[config.mk]
export PLATFORM = sky130hd
export DESIGN_NAME = mc_controller
export DESIGN_NICKNAME = d
export VERILOG_FILES = /design/src/rtl/mc_controller.sv
export SDC_FILE = /design/constraint.sdc
export NUM_CORES = 1
export LEC_CHECK = 0
export CAP_MARGIN = 40
export CORE_MARGIN = 2
export CORE_UTILIZATION = 46
export DETAILED_ROUTE_END_ITERATION = 10
export PLACE_DENSITY_LB_ADDON = 0.12
export SLEW_MARGIN = 20
export SYNTH_ARGS = -nofsm -noshare
export SYNTH_HDL_FRONTEND = slang
export SYNTH_SLANG_ARGS = --single-unit
[constraint.sdc]
create_clock -name clk -period 2.8 [get_ports clk]
set_clock_uncertainty 0.05 [all_clocks]
set_input_delay 0.56 -clock clk [delete_from_list [all_inputs] [get_ports clk]]
set_output_delay 0.56 -clock clk [all_outputs]
set_load 0.1 [all_outputs]
[src/rtl/mc_controller.sv]
// Multi-cycle MIPS-subset control unit: registered state, combinational control decode.
module mc_controller #(
  parameter bit ILLEGAL_TRAP = 1'b0
) (
  input  logic        clk,
  input  logic        reset,
  input  logic [5:0]  op,
  input  logic [5:0]  funct,
  input  logic        zero,
  output logic        ir_wr,
  output logic        pc_wr,
  output logic [1:0]  pc_src,
  output logic        reg_wr,
  output logic [1:0]  reg_dst,
  output logic [1:0]  wd_sel,
  output logic        mem_wr,
  output logic [2:0]  alu_op,
  output logic        alu_src_b,
  output logic        ext_op,
  output logic [2:0]  state,
  output logic        halt,
  output logic        retire,
  output logic [31:0] instr_cnt
);

  localparam int unsigned CNT_W = 32;

  typedef enum logic [2:0] {
    S_FETCH  = 3'd0,
    S_DECODE = 3'd1,
    S_EXEC   = 3'd2,
    S_MEM    = 3'd3,
    S_WB     = 3'd4,
    S_HALT   = 3'd5
  } state_e;

  state_e             state_q, state_d;
  logic [CNT_W-1:0]   instr_cnt_q, instr_cnt_d;

  logic ir_wr_c, pc_wr_c, reg_wr_c, mem_wr_c, alu_src_b_c, ext_op_c, halt_c, retire_c;
  logic [1:0] pc_src_c, reg_dst_c, wd_sel_c;
  logic [2:0] alu_op_c;

  logic is_addu, is_subu, is_jr, is_ori, is_lui, is_lw, is_sw, is_beq, is_j, is_jal;
  logic is_rtype, is_legal;

  // Instruction class decode from opcode/funct
  always_comb begin
    is_addu  = (op == 6'h00) && (funct == 6'h21);
    is_subu  = (op == 6'h00) && (funct == 6'h23);
    is_jr    = (op == 6'h00) && (funct == 6'h08);
    is_ori   = (op == 6'h0D);
    is_lui   = (op == 6'h0F);
    is_lw    = (op == 6'h23);
    is_sw    = (op == 6'h2B);
    is_beq   = (op == 6'h04);
    is_j     = (op == 6'h02);
    is_jal   = (op == 6'h03);
    is_rtype = is_addu | is_subu;
    is_legal = is_rtype | is_jr | is_ori | is_lui | is_lw | is_sw | is_beq | is_j | is_jal;
  end

  // Next-state and per-state control outputs
  always_comb begin
    state_d     = state_q;
    ir_wr_c     = 1'b0;
    pc_wr_c     = 1'b0;
    pc_src_c    = 2'd0;
    reg_wr_c    = 1'b0;
    reg_dst_c   = 2'd0;
    wd_sel_c    = 2'd0;
    mem_wr_c    = 1'b0;
    alu_op_c    = 3'd0;
    alu_src_b_c = 1'b0;
    ext_op_c    = 1'b0;
    halt_c      = 1'b0;
    retire_c    = 1'b0;
    case (state_q)
      S_FETCH: begin
        ir_wr_c = 1'b1;
        pc_wr_c = 1'b1;
        state_d = S_DECODE;
      end
      S_DECODE: begin
        if (is_j || is_jal) begin
          pc_wr_c  = 1'b1;
          pc_src_c = 2'd2;
          retire_c = 1'b1;
          state_d  = S_FETCH;
          if (is_jal) begin
            // PC already holds PC+4, so the link value is the current PC
            reg_wr_c  = 1'b1;
            reg_dst_c = 2'd2;
            wd_sel_c  = 2'd2;
          end
        end else if (is_jr) begin
          pc_wr_c  = 1'b1;
          pc_src_c = 2'd3;
          retire_c = 1'b1;
          state_d  = S_FETCH;
        end else if (is_legal) begin
          state_d = S_EXEC;
        end else if (ILLEGAL_TRAP) begin
          state_d = S_HALT;
        end else begin
          retire_c = 1'b1;
          state_d  = S_FETCH;
        end
      end
      S_EXEC: begin
        if (is_subu) begin
          alu_op_c = 3'd1;
        end else if (is_ori || is_lui) begin
          alu_op_c    = is_ori ? 3'd2 : 3'd3;
          alu_src_b_c = 1'b1;
        end else if (is_lw || is_sw) begin
          alu_src_b_c = 1'b1;
          ext_op_c    = 1'b1;
        end else if (is_beq) begin
          alu_op_c = 3'd1;
          ext_op_c = 1'b1;
        end
        if (is_beq) begin
          pc_wr_c  = zero;
          pc_src_c = 2'd1;
          retire_c = 1'b1;
          state_d  = S_FETCH;
        end else if (is_lw || is_sw) begin
          state_d = S_MEM;
        end else if (is_rtype || is_ori || is_lui) begin
          state_d = S_WB;
        end else begin
          state_d = S_FETCH;
        end
      end
      S_MEM: begin
        if (is_sw) begin
          mem_wr_c = 1'b1;
          retire_c = 1'b1;
          state_d  = S_FETCH;
        end else if (is_lw) begin
          state_d = S_WB;
        end else begin
          state_d = S_FETCH;
        end
      end
      S_WB: begin
        reg_wr_c  = 1'b1;
        retire_c  = 1'b1;
        reg_dst_c = is_rtype ? 2'd1 : 2'd0;
        wd_sel_c  = is_lw ? 2'd1 : 2'd0;
        state_d   = S_FETCH;
      end
      S_HALT: begin
        halt_c = 1'b1;
      end
      default: begin
        state_d = S_FETCH;
      end
    endcase
  end

  // Retired-instruction counter, wraps naturally
  always_comb begin
    instr_cnt_d = instr_cnt_q;
    if (retire_c) instr_cnt_d = instr_cnt_q + CNT_W'(1);
  end

  // State and counter registers
  always_ff @(posedge clk or negedge reset) begin
    if (!reset) begin
      state_q     <= S_FETCH;
      instr_cnt_q <= '0;
    end else begin
      state_q     <= state_d;
      instr_cnt_q <= instr_cnt_d;
    end
  end

  // Outputs held low while reset is asserted, so an aborted instruction writes nothing
  assign ir_wr     = reset & ir_wr_c;
  assign pc_wr     = reset & pc_wr_c;
  assign pc_src    = reset ? pc_src_c : 2'd0;
  assign reg_wr    = reset & reg_wr_c;
  assign reg_dst   = reset ? reg_dst_c : 2'd0;
  assign wd_sel    = reset ? wd_sel_c : 2'd0;
  assign mem_wr    = reset & mem_wr_c;
  assign alu_op    = reset ? alu_op_c : 3'd0;
  assign alu_src_b = reset & alu_src_b_c;
  assign ext_op    = reset & ext_op_c;
  assign halt      = reset & halt_c;
  assign retire    = reset & retire_c;
  assign state     = state_q;
  assign instr_cnt = instr_cnt_q;

endmodule

# ---- Word level (Yosys, flattened, before mapping)
# Index checks and enable logic that the tools add are counted.
dict set report op_classes {
  multipliers 0
  bitwise_logic 17
  muxes 53
  n_shift 0
  n_reduce_logical 10
  magnitude_cmp 0
  add_sub_neg 1
  n_div 0
  eq_ne 15
}
# op n
set ops {}
lappend ops {{$add 32x1->32 const B} 1}
lappend ops {{$mux 1} 27}
lappend ops {{$mux 2} 13}
lappend ops {{$eq 6x6->1 const B} 4}
lappend ops {{$eq 6x4->1 const B} 3}
lappend ops {{$mux 3} 6}
lappend ops {{$pmux 3 s5} 1}
lappend ops {{$eq 6x2->1 const B} 2}
lappend ops {{$pmux 2 s2} 3}
lappend ops {{$or 1x1->1} 9}
lappend ops {{$and 1x1->1} 8}
lappend ops {{$eq 3x2->1 const B} 2}
lappend ops {{$eq 3x3->1 const B} 2}
lappend ops {{$eq 6x3->1 const B} 1}
lappend ops {{$logic_not 6->1} 1}
lappend ops {{$logic_or 1x1->1} 5}
lappend ops {{$pmux 1 s4} 1}
lappend ops {{$eq 3x1->1 const B} 1}
lappend ops {{$logic_and 1x1->1} 3}
lappend ops {{$logic_not 3->1} 1}
lappend ops {{$pmux 1 s3} 1}
lappend ops {{$pmux 1 s2} 1}
dict set report word_totals {
  rom_bits 0
  memories 0
  latch_bits 0
  ff_bits 35
  ramBits 0
  word_cells 98
  inputBits 15
}

# ---- Logic depth before layout (Yosys ltp)
dict set report logic_depth {
  depth_word 16
  mapped_depth 8
}

# ---- Worst setup path before layout
# Ideal clock, no wire load.
dict set report synth_timing {
  path_type {flip-flop to output port}
  from {register state_q[2], in the netlist state[2]}
  to {output port pc_wr}
  setup_slack_ns -2.016
  path_stages_with_launch 4
  arrival_ns 4.206
  n_path_buf 0
  cell_sequence {dfrtp_1 nand2b_1 nor3_1 a311o_1}
}
dict set report synth_via {
  elab_chain_len 3
}
# element line_no
set synth_lines {}
lappend synth_lines {{start: declaration} 37} ;# state_e state_q, state_d;
lappend synth_lines {{start signal: assignment} 175} ;# state_q <= state_d;
lappend synth_lines {{$eq 3x2->1 (tied with other cells)} 78} ;# case (state_q)
lappend synth_lines {{$pmux 1 s3 *} 78}
lappend synth_lines {{$and 1x1->1 *} 182} ;# assign pc_wr = reset & pc_wr_c;
lappend synth_lines {{end: declaration} 11} ;# output logic pc_wr,
# Mark *: on every way between the ends. The rest lies on a longest branch, timed or not.

# ---- Final worst setup path
dict set report layout_timing {
  from {input port op[3]}
  to {output port reg_wr}
}
dict set report layout_via {
  elab_chain_len 5
}
# element line_no
set layout_lines {}
lappend layout_lines {{start: declaration} 7} ;# input logic [5:0] op,
lappend layout_lines {{$eq 6x2->1, on equally long branches} {58, 57}}
lappend layout_lines {{$mux 1 or $logic_or 1x1->1 (tied branches)} {90, 85}}
lappend layout_lines {{$mux 1 *} 85} ;# if (is_j || is_jal) begin
lappend layout_lines {{$pmux 1 s2 *} 78}
lappend layout_lines {{$and 1x1->1 *} 184} ;# assign reg_wr = reset & reg_wr_c;
lappend layout_lines {{end: declaration} 13} ;# output logic reg_wr,
# Marks and branches as above.

==> summary.txt <==
Status
  • Status: finished, final reports clean

Timing
  • PnR worst setup slack: 46.0 ps
  • Final Max Tran Viols: 0
  • # setup viols final: 0
  • Fmax: 363 MHz
  • Fin. Hold Viols: 0
  • Tmin final: between 2000 and 3000 ps
  • Max-slew headroom: 50.2%
  • Sum Neg Setup Slack: 0 ps
  • Worst Max-Slew Pin Slew: ~740 ps
  • RSZ-0062 raised after global routing: true
  • Final worst-path cycle share: a little over nine tenths

Logic synthesis
  • Mapped Area: between 2000 and 2500 um2
  • Synthesized flop and latch total: 35
  • Post-synth EDFFs: 0
  • Gate Count Post-Synth: 214
  • Synth Warn #: 0
  • Syn nets: 230
  • Post-synth top flop: dfrtp_1
  • Async SR Flop Fraction: 100%
  • Avg Cell Area, Syn: about 9.6 um2
  • Post-synthesis sequential area ratio: 42.4%
  • Synth cell types: 38

Power
  • Sw frac: a little over half
  • Switch Pwr: about 0.0013 W
  • Logic pwr share: 52.0%
  • Leakage: ~1.4 nW
  • Internal: about 0.0012 W
  • Sequential power share: about 29%
  • Max VDD drop: between 0.6 and 0.7 mV
  • Clk pwr share: 18.8%
  • Pwr dens: roughly 760 nW/um2

Critical path
  • Crit path arrival time: 2140 ps
  • Startpoint Class: input pin
  • Worst path required time: about 2200 ps
  • CP Max Fanout: 5
  • Crit Path Category: input pin to output pin
  • Critical path's largest stage delay: 440 ps
  • Worst path bufs/invs: 3
  • Worst Setup SP: op[3]
  • RR Startpoint: state[0]$_DFFE_PN0P_
  • Cell family with most CP delay: buffers and inverters
  • Crit-path cells: clkdlybuf4s50_1 > buf_4 > nor4_2 > nand3_1 > nand2_1 > buf_12
  • Slowest stage cell on the critical path: clkdlybuf4s50_1
  • Critical Path End Type: output pin

CTS
  • CTS tree: built
  • H-tree levels: 2
  • CTS hold repair buffers: 0
  • Clock Sinks: 35
  • Number of CTS-inserted buffers: 5
  • Root Driver: clkbuf_8
  • Clock buffer depth: 2
  • Worst-Skew Late Latency: about 290 ps
  • Worst-path clk slew: 80 ps

GRT
  • GR Util met3: 5.56%
  • Initial antenna violation count: 0
  • Vias in the first global route: roughly 1800
  • Pin count of the biggest net entering global routing: 39
  • Most Used Layer, Global Route: met2
  • First-pass GRT wire length: about 9.1 mm
  • Met1 Use GR: about a third
  • Met2 Usage GRT: a little over a third
  • Total GRT Usage: approximately 23%
  • Total congestion overflow: 0

Place
  • Placed cell count: roughly 350
  • Global placement routability congestion: 0.911
  • Post-DP HPWL: 4.30 mm
  • Setup WS pre-CTS: -214 ps
  • I/O Buffers: 65

Finish
  • Synth-to-layout area growth: 56.8%
  • Filler cells: around 310
  • Ant diodes: 0
  • Layout cells sized above 1: a little under two fifths
  • Post-Layout Cell Count: ~350
  • Fin nets: 317

Floorplan
  • Core Rows: 24
  • Die X-Extent: ~70 um
  • Num ports: 67
  • Die Footprint: a little over 5000 um2
  • Core area: approximately 4300 um2
  • Initial core utilization: between 40% and 50%
  • Die Y-Extent: 71.0 um

Drt
  • Drt total wl: roughly 5.6 mm
  • # DRC: 0
  • Routed vias: 1958
  • WL per Instance: between 15 and 20 um
  • Initial detailed-routing violation count: about 140
  • Post-route ant nets: 0
  • DRT Pass-1 Iters: 4
  • Vias per inst: between 5 and 6

Run
  • MaxCap Viol Count: 0

Hold path
  • Hold Path Class: input pin to asynchronous set/reset pin
-- metrics by stage --
stage / hold slack, ps / instance area (um2) / util [%] / power, W
global route: 344 / 3240 / 74.9 / 0.00255
finish: 296 / 3240 / 74.9 / 0.00245
floorplan: 214 / 2190 / - / 0.00166
CTS: 322 / 3220 / 74.6 / 0.00245
detailed placement: 423 / 3070 / 71.0 / 0.00198
global placement: 416 / 3070 / 71.0 / 0.00196
-- path summary, 6_finish.rpt --
kind / to / slack [ps] / depth (start not counted)
max in group asynchronous: state[1]$_DFFE_PN0P_ / 2040 / 2
worst max register to register: instr_cnt[19]$_DFFE_PN0P_ / 440 / 7
worst max-delay path: reg_wr / 50 / 6
worst min-delay path: instr_cnt[14]$_DFFE_PN0P_ / 300 / 2
min in group clk: instr_cnt[24]$_DFFE_PN0P_ / 440 / 1
worst min register to register: instr_cnt[24]$_DFFE_PN0P_ / 440 / 1
-- synth_stat cells, types with 2 or more instances --
| cell | instances | area share (%) |
|---|---|---|
| a31oi_1 | 2 | 0.61 |
| a21oi_1 | 5 | 1.2 |
| and2_1 | 4 | 1.2 |
| nor3b_1 | 4 | 1.5 |
| and4_1 | 2 | 0.85 |
| nor4_1 | 4 | 1.2 |
| and3_1 | 5 | 1.5 |
| nor4b_1 | 3 | 1.3 |
| inv_1 | 7 | 1.3 |
| nand4_1 | 11 | 3.3 |
| nand2b_1 | 4 | 1.2 |
| nor4_4 | 6 | 6.2 |
| buf_4 | 2 | 0.73 |
| nor3_1 | 13 | 3.2 |
| xnor2_1 | 10 | 4.2 |
| dfrtp_1 | 35 | 42 |
| nor2_1 | 13 | 2.4 |
| nand2_1 | 28 | 5.1 |
| xor2_1 | 21 | 8.9 |
| nor2b_1 | 4 | 1.2 |
| buf_2 | 2 | 0.48 |
| clkbuf_1 | 2 | 0.36 |
| nand3_1 | 12 | 2.9 |
-- layout make-up --
class | count | area, um2 | area share, %
clock inverter | 3 | 43.8 | 1.35
inverter | 7 | 30.0 | 0.928
sequential | 35 | 880 | 27.2
multi-input combinational | 165 | 1260 | 39.0
timing repair buffer | 87 | 886 | 27.4
clock buffer | 5 | 68.8 | 2.13
tap | 52 | 65.1 | 2.01
-- cell usage in the layout, fill, tap and decap left out, drive strengths merged, types with 6 or more instances in the layout --
| cell | n |
|---|---|
| nor3 | 13 |
| inv | 6 |
| nor4 | 10 |
| buf | 74 |
| nand2 | 28 |
| nand3 | 12 |
| clkdlybuf4s50 | 6 |
| nor2 | 13 |
| xnor2 | 10 |
| dfrtp | 35 |
| xor2 | 21 |
| nand4 | 11 |
-- kinds of logic (layout without fill, tap and decap cells) --
group / count (synthesis) / in the layout / share of synthesized area, %
flops: 35 / 35 / 42.4
compound gates: 16 / 16 / 5.88
simple gates: 116 / 116 / 34.2
other cells: 1 / 1 / 0.182
xor+xnor: 31 / 31 / 13.2
fa+ha+maj: 1 / 1 / 0.606
buf+inv: 14 / 102 / 3.58
-- power by group through the flow --
stage,clock network [W],registers [W],logic (W)
after floorplan,0,0.00117,0.000489
after global placement,0,0.000712,0.00125
after detailed placement,0,0.000720,0.00126
after CTS,0.000467,0.000710,0.00128
after global routing,0.000496,0.000730,0.00133
final,0.000462,0.000713,0.00127
-- sequential cells by signal, summed over array words and instances (netlist names) --
signal	flops
instr_cnt	32
state	3
-- routing by layer --
layer	vias to the layer above	part of all wire [%]
li1	935	-
met1	970	46
met2	49	48
met3	4	4.7
met4	0	0.61
met5	-	0
-- what timing repair did --
action / CTS / global route
setup buffers: 1 / 0
pin swaps: 2 / 1
endpoints found under the setup margin: 9 / 9
resized for setup: 12 / 4
No activity file was read; power rests on OpenSTA's default activity.
